--- src/rtl/fetch_unit_pkg.sv ---
// Shared constants and types for the instruction fetch stage.
//   INITIAL_ADDRESS / HANDLER_ADDRESS : reset PC and exception handler entry
//   IM_BASE / IM_END                  : legal instruction memory window
//   EXC_ADEL                          : address-error-on-load exception code
//   fetch_state_t                     : fetch controller states
package fetch_unit_pkg;

    localparam logic [31:0] INITIAL_ADDRESS = 32'h0000_3000;
    localparam logic [31:0] HANDLER_ADDRESS = 32'h0000_4180;
    localparam logic [31:0] IM_BASE         = 32'h0000_3000;
    localparam logic [31:0] IM_END          = 32'h0000_6FFF;
    localparam logic [4:0]  EXC_ADEL        = 5'd4;

    typedef enum logic [1:0] {
        FETCH = 2'd0,
        HOLD  = 2'd1,
        DRAIN = 2'd2
    } fetch_state_t;

    // Misaligned or outside the instruction memory window.
    function automatic logic pc_bad(input logic [31:0] pc);
        return (pc[1:0] != 2'b00) || (pc < IM_BASE) || (pc > IM_END);
    endfunction

endpackage

--- src/rtl/fetch_npc.sv ---
// Next-PC selection for the fetch stage (purely combinational).
//   pc, pend, pend_target     : current PC and delayed-jump bookkeeping
//   d_jump, d_jump_target     : jump resolved in decode this cycle
//   req, eret, epc            : exception flush / exception return
//   adv_pc                    : PC to use when the stage advances
//   redirect, redir_pc        : flush/return taken this cycle and its target
module fetch_npc
    import fetch_unit_pkg::*;
(
    input  logic [31:0] pc,
    input  logic        pend,
    input  logic [31:0] pend_target,
    input  logic        d_jump,
    input  logic [31:0] d_jump_target,
    input  logic        req,
    input  logic        eret,
    input  logic [31:0] epc,
    output logic [31:0] adv_pc,
    output logic        redirect,
    output logic [31:0] redir_pc
);

    always_comb begin
        if (pend)
            adv_pc = pend_target;
        else if (d_jump)
            adv_pc = d_jump_target;
        else
            adv_pc = pc + 32'd4;   // wraps; a wrapped PC is caught as bad

        redirect = req | eret;
        redir_pc = req ? HANDLER_ADDRESS : epc;
    end

endmodule

--- src/rtl/fetch_unit.sv ---
// Instruction fetch stage with a req/ack instruction bus.
//   clk, reset               : clock, synchronous active-high reset
//   F_en                     : F/D register advance enable from hazard unit
//   D_Jump, D_JumpTarget     : jump resolved in D (applies after delay slot)
//   Req, D_Eret, EPC         : exception flush / exception return redirect
//   i_inst_*                 : instruction bus (req held until ack)
//   F_instr, F_PC, F_ExcCode : fetched instruction, its PC, exception code
//   F_Busy                   : a bubble is being presented
module fetch_unit
    import fetch_unit_pkg::*;
(
    input  logic        clk,
    input  logic        reset,
    input  logic        F_en,
    input  logic        D_Jump,
    input  logic [31:0] D_JumpTarget,
    input  logic        Req,
    input  logic        D_Eret,
    input  logic [31:0] EPC,
    output logic        i_inst_req,
    output logic [31:0] i_inst_addr,
    input  logic        i_inst_ack,
    input  logic [31:0] i_inst_rdata,
    output logic [31:0] F_instr,
    output logic [31:0] F_PC,
    output logic [4:0]  F_ExcCode,
    output logic        F_Busy
);

    fetch_state_t state_q;
    logic [31:0]  pc_q;
    logic [31:0]  buf_q;
    logic         pend_q;
    logic [31:0]  pend_tgt_q;
    logic [31:0]  req_addr_q;

    logic         bad;
    logic         issuing;
    logic         delivering;
    logic [31:0]  adv_pc;
    logic         redirect;
    logic [31:0]  redir_pc;

    fetch_npc u_npc (
        .pc            (pc_q),
        .pend          (pend_q),
        .pend_target   (pend_tgt_q),
        .d_jump        (D_Jump),
        .d_jump_target (D_JumpTarget),
        .req           (Req),
        .eret          (D_Eret),
        .epc           (EPC),
        .adv_pc        (adv_pc),
        .redirect      (redirect),
        .redir_pc      (redir_pc)
    );

    always_comb begin
        bad        = pc_bad(pc_q);
        issuing    = (state_q == FETCH) && !bad;
        delivering = ((state_q == FETCH) && (bad || i_inst_ack)) || (state_q == HOLD);
    end

    always_comb begin
        i_inst_req  = 1'b0;
        i_inst_addr = pc_q;
        F_instr     = '0;
        F_PC        = pc_q;
        F_ExcCode   = '0;
        F_Busy      = 1'b0;
        if (reset) begin
            i_inst_addr = INITIAL_ADDRESS;
            F_PC        = INITIAL_ADDRESS;
        end else begin
            case (state_q)
                FETCH: begin
                    if (bad) begin
                        F_ExcCode = EXC_ADEL;
                    end else begin
                        i_inst_req = 1'b1;
                        if (i_inst_ack)
                            F_instr = i_inst_rdata;
                        else
                            F_Busy = 1'b1;
                    end
                end
                HOLD: F_instr = buf_q;
                default: begin
                    i_inst_req  = 1'b1;
                    i_inst_addr = req_addr_q;
                    F_Busy      = 1'b1;
                end
            endcase
            // The instruction in flight when a redirect hits is squashed.
            if (redirect) begin
                F_instr   = '0;
                F_ExcCode = '0;
                F_Busy    = 1'b1;
            end
        end
    end

    always_ff @(posedge clk) begin
        if (reset) begin
            state_q    <= FETCH;
            pc_q       <= INITIAL_ADDRESS;
            buf_q      <= '0;
            pend_q     <= 1'b0;
            pend_tgt_q <= '0;
            req_addr_q <= INITIAL_ADDRESS;
        end else begin
            if (state_q == FETCH)
                req_addr_q <= pc_q;

            if (redirect) begin
                pc_q   <= redir_pc;
                pend_q <= 1'b0;
                case (state_q)
                    FETCH:   state_q <= (issuing && !i_inst_ack) ? DRAIN : FETCH;
                    HOLD:    state_q <= FETCH;
                    // A redirect in DRAIN only moves PC; the old ack still ends DRAIN.
                    default: state_q <= i_inst_ack ? FETCH : DRAIN;
                endcase
            end else begin
                if (delivering && F_en) begin
                    pc_q    <= adv_pc;
                    pend_q  <= 1'b0;
                    state_q <= FETCH;
                end else if (!delivering && F_en && D_Jump) begin
                    pend_q     <= 1'b1;
                    pend_tgt_q <= D_JumpTarget;
                end

                if (state_q == FETCH && issuing && i_inst_ack && !F_en) begin
                    buf_q   <= i_inst_rdata;
                    state_q <= HOLD;
                end

                if (state_q == DRAIN && i_inst_ack)
                    state_q <= FETCH;
            end
        end
    end

endmodule

--- config.mk ---
export PLATFORM = sky130hd
export DESIGN_NAME = fetch_unit
export DESIGN_NICKNAME = d
export VERILOG_FILES = /design/src/rtl/fetch_unit_pkg.sv /design/src/rtl/fetch_npc.sv /design/src/rtl/fetch_unit.sv
export SDC_FILE = /design/constraint.sdc
export NUM_CORES = 1
export LEC_CHECK = 0
export BUFFER_PORTS_ARGS = -buffer_cell sky130_fd_sc_hd__buf_2
export CORE_ASPECT_RATIO = 1.2
export CORE_UTILIZATION = 37
export CTS_CLUSTER_SIZE = 16
export DETAILED_ROUTE_END_ITERATION = 10
export REMOVE_ABC_BUFFERS = 1
export SETUP_SLACK_MARGIN = 0.02
export SKIP_CTS_REPAIR_TIMING = 1
export SYNTH_ARGS = -nofsm -noshare
export SYNTH_HDL_FRONTEND = slang
export SYNTH_SLANG_ARGS = --single-unit
--- constraint.sdc ---
create_clock -name clk -period 2.32 [get_ports clk]
set_input_delay 0.116 -clock clk [delete_from_list [all_inputs] [get_ports clk]]
set_output_delay 0.116 -clock clk [all_outputs]
set_load 0.03 [all_outputs]
==> metrics.log <==
[metrics] run status: finished with violations
[metrics] failing checks: negative hold slack, negative setup slack
[metrics] maxcap violations: 0
[metrics] grt total ovfl: 0
[metrics] final net count: between 1,000 and 1,500
[metrics] reg-to-reg endpoint: pc_q[17]$_SDFFE_PP0P_
[metrics] Post-Place Worst Slack: roughly 0.22 ns
[metrics] horizontal die dimension: 133 um
[metrics] latest clock arrival within the worst-skew pair: 0.42 ns
[metrics] layout cells sized above 1: 0.273
[metrics] Slew @ Worst Pin: 0.507 ns
[metrics] TritonCTS buffer count: 17
[metrics] category of the worst setup path capture point: output port
[metrics] DP HPWL: between 15,000 and 20,000 um
[metrics] critical path data required time: 2.20 ns
[metrics] most common cell after layout, fill and taps aside: sky130_fd_sc_hd__buf_2
[metrics] Initial Util: 0.376
[metrics] element type at the critical path start: flip-flop
[metrics] final antenna diode count: 0
[metrics] class of the worst hold path: input pin to flip-flop
[metrics] vertical die dimension: 159 um
[metrics] worst slew margin relative to its limit: 0.659
[metrics] register area: around 2600 sq um
[metrics] number of detailed-route iterations in the first pass: 5
[metrics] IO Pins: around 210
[metrics] footprint of the multi-input gates: ~4500 sq um
[metrics] worst r2r src: pc_q[10]$_SDFFE_PP0P_
[metrics] Non-Filler Cell Area, Final: about 11,000 sq um
[metrics] commonest cells after routing, fill and taps aside: sky130_fd_sc_hd__buf_2, sky130_fd_sc_hd__dfxtp_1, sky130_fd_sc_hd__nor2_1, sky130_fd_sc_hd__nand2_1, sky130_fd_sc_hd__buf_4
[metrics] clk slew on worst S/H paths: 0.06 ns
[metrics] post-route minimum period: roughly 2.4 ns
[metrics] fill cell total of the finished layout: 1,974
[metrics] CTS H-tree lvls: 4
[metrics] maximum vdd ir drop: 0.532 mV
[metrics] total wirelength of the detailed-routed design: 26,200 um
[metrics] Cell Area, Placed: 9070 sq um
[metrics] CTS Root Buffer Type: sky130_fd_sc_hd__clkbuf_16
[metrics] pin count of the biggest net entering global routing: 54
[metrics] post-synthesis sequential element count: ~130
[metrics] Reg2Reg Setup Slack: 0.17 ns
[metrics] area growth from synthesis to final layout: 38.3%
[metrics] total number of vias: between 8,000 and 9,000
[metrics] TritonCTS sink count: 131
[metrics] worst setup path end: F_instr[2]
[metrics] # rows: 57
[metrics] predominant post-synthesis flop cell: sky130_fd_sc_hd__dfxtp_1
[metrics] final hold slack: -0.0383 ns
[metrics] Arr. time, crit path: ~2.2 ns
[metrics] post-synth design cell area: 7620 sq um
[metrics] CTS tree: built
[metrics] Detail Route Antenna Nets: 0
[metrics] maximum clock frequency: 0.425 GHz
[metrics] Setup WS post-layout: -0.0350 ns
[metrics] weighted congestion at the end of routability-driven global placement: roughly 0.87
[metrics] fraction of registers with async set/reset: 0
[metrics] worst clock skew: 0.00725 ns
[metrics] Setup Crit Path Kind: flip-flop to output port
[metrics] Worst Hold Path Cells: 3
[metrics] iteration-0 DRC count of the detailed router: 647
[metrics] power per cell area: 592 nW/um^2
[metrics] overall track demand over capacity in global routing: 0.231
[metrics] number of buffer cells added on primary ports: 201
[metrics] die area: 21,200 sq um
[metrics] number of standard cells after synthesis: 1,001
[metrics] final setup violating endpoints: 5
[metrics] part of the cycle the worst path needs: 1.02
[metrics] Ys Warns: 0
[metrics] leakage power of the design: around 4.1 nW
[metrics] number of global-route vias before repair: 7,267
[metrics] final number of max-transition violations: 0
[metrics] Avg Cell Area, Syn: 7.61 sq um
[metrics] depth of the worst register-to-register path: 5
[metrics] number of flops mapped to enable cells by yosys: 0
[metrics] antenna violations before repair: 0
[metrics] global-route wire length before repair: 38,900 um
[metrics] number of DRC violations after detailed routing: 0
[metrics] portion of the post-synthesis area used by sequential elements: 0.344
[metrics] largest fanout on the critical path: 16
[metrics] RSZ-0062 raised after global routing: true
[metrics] library cells used by synthesis: between 60 and 70
[metrics] CTS Buffer Depth: 2
[metrics] routed vias/inst: 5.45
[metrics] startpoint of the worst setup timing path: pc_q[1]$_SDFFE_PP0P_
[metrics] core region area: 20,300 sq um
[metrics] wire per inst: 17.2 um
[metrics] final hold violation count: 4
==> flip-flops by register name, summed over array words and instances, names as in the netlist <==
name and flops:
buf_q 32, req_addr_q 32, pend_q 1, pc_q 32
pend_tgt_q 32, state_q 2
==> stage by stage <==
step                      TNS, ns  hold slack, ns  cells   util  power [mW]
after floorplan           -172.04           0.185    894      -        2.90
after global placement          0           0.369   1426  0.448        3.36
after detailed placement        0           0.378   1426  0.448        3.37
after CTS                   -3.93         -0.0563   1458  0.478        6.14
after global routing        -2.32         0.00267   1527  0.521        6.48
final                     -0.0885         -0.0383   1527  0.521        6.24
==> kinds of logic (layout without fill, tap and decap cells) <==
logic type / after synthesis / after routing / share of synthesized area
AO/OA/AOI/OAI: 266 / 266 / 0.229
buffers and inverters: 127 / 385 / 0.0724
flip-flops: 131 / 131 / 0.344
other: 1 / 4 / 0.000492
AND/OR/NAND/NOR: 400 / 400 / 0.254
XOR/XNOR: 6 / 6 / 0.00689
multiplexers: 69 / 69 / 0.0911
adder cells (fa/ha/maj): 1 / 1 / 0.00164
==> layout make-up <==
cell class | count | share of cell area
multi-input cells | 746 | 0.432
well taps | 265 | 0.0315
inverters | 17 | 0.00605
clock inverters | 11 | 0.0126
clock buffers | 21 | 0.0446
flip-flops and latches | 131 | 0.250
repair buffers | 336 | 0.224
==> routing by layer <==
layer  global-route usage  vias up  routed length (um)  part of all wire
li1                     -     4093                   -                 -
met1                0.314     3917               11600              0.44
met5                    0        -                   0                 0
met3               0.0357       30                1400             0.053
met2                0.377      275               12800              0.49
met4               0.0648        0                 352             0.013
==> power by group <==
group / internal (mW) / total (mW) / switching, mW
sequential: 2.32 / 2.38 / 0.0651
combinational: 0.451 / 1.08 / 0.629
clock: 1.76 / 2.78 / 1.02
==> worst max-delay path, stage by stage, from the launching register on <==
cell and delay (ns):
sky130_fd_sc_hd__dfxtp_1 0.36, sky130_fd_sc_hd__nor4_4 0.33, sky130_fd_sc_hd__o211ai_4 0.16, sky130_fd_sc_hd__nor3_4 0.23, sky130_fd_sc_hd__buf_4 0.16, sky130_fd_sc_hd__clkbuf_16 0.17
sky130_fd_sc_hd__a22oi_1 0.08, sky130_fd_sc_hd__nor2_1 0.14, sky130_fd_sc_hd__buf_4 0.18
==> synthesized netlist by cell type (all sizes together), types with 5 or more instances <==
cell | number | area [sq um]
a22oi | 49 | 368
a22o | 6 | 52.6
nand4 | 15 | 93.8
o32ai | 6 | 52.6
a211o | 5 | 43.8
clkbuf | 73 | 274
o311ai | 5 | 43.8
nand2b | 8 | 50.1
dfxtp | 131 | 2620
a311oi | 9 | 78.8
inv | 15 | 56.3
nor3 | 24 | 120
buf | 37 | 214
a21oi | 87 | 435
nor2 | 119 | 447
o21ai | 47 | 239
nor4 | 16 | 158
mux2i | 66 | 661
nand2 | 110 | 415
nor2b | 27 | 169
nand3 | 52 | 265
o31a | 5 | 43.8
o211ai | 8 | 65.1
xor2 | 5 | 43.8
==> how the worst min path moves through the flow <==
stage                startpoint  slack, ns                      to
2_1_floorplan             reset       0.19    pc_q[2]$_SDFFE_PP0P_
3_3_place_gp   i_inst_rdata[14]       0.37  buf_q[14]$_SDFFE_PP0P_
3_5_place_dp   i_inst_rdata[28]       0.38  buf_q[28]$_SDFFE_PP0P_
4_1_cts        i_inst_rdata[14]      -0.06  buf_q[14]$_SDFFE_PP0P_
5_1_grt        i_inst_rdata[23]      0.003  buf_q[23]$_SDFFE_PP0P_
6_report        i_inst_rdata[0]      -0.04   buf_q[0]$_SDFFE_PP0P_
Power figures use the tool's default switching activity.
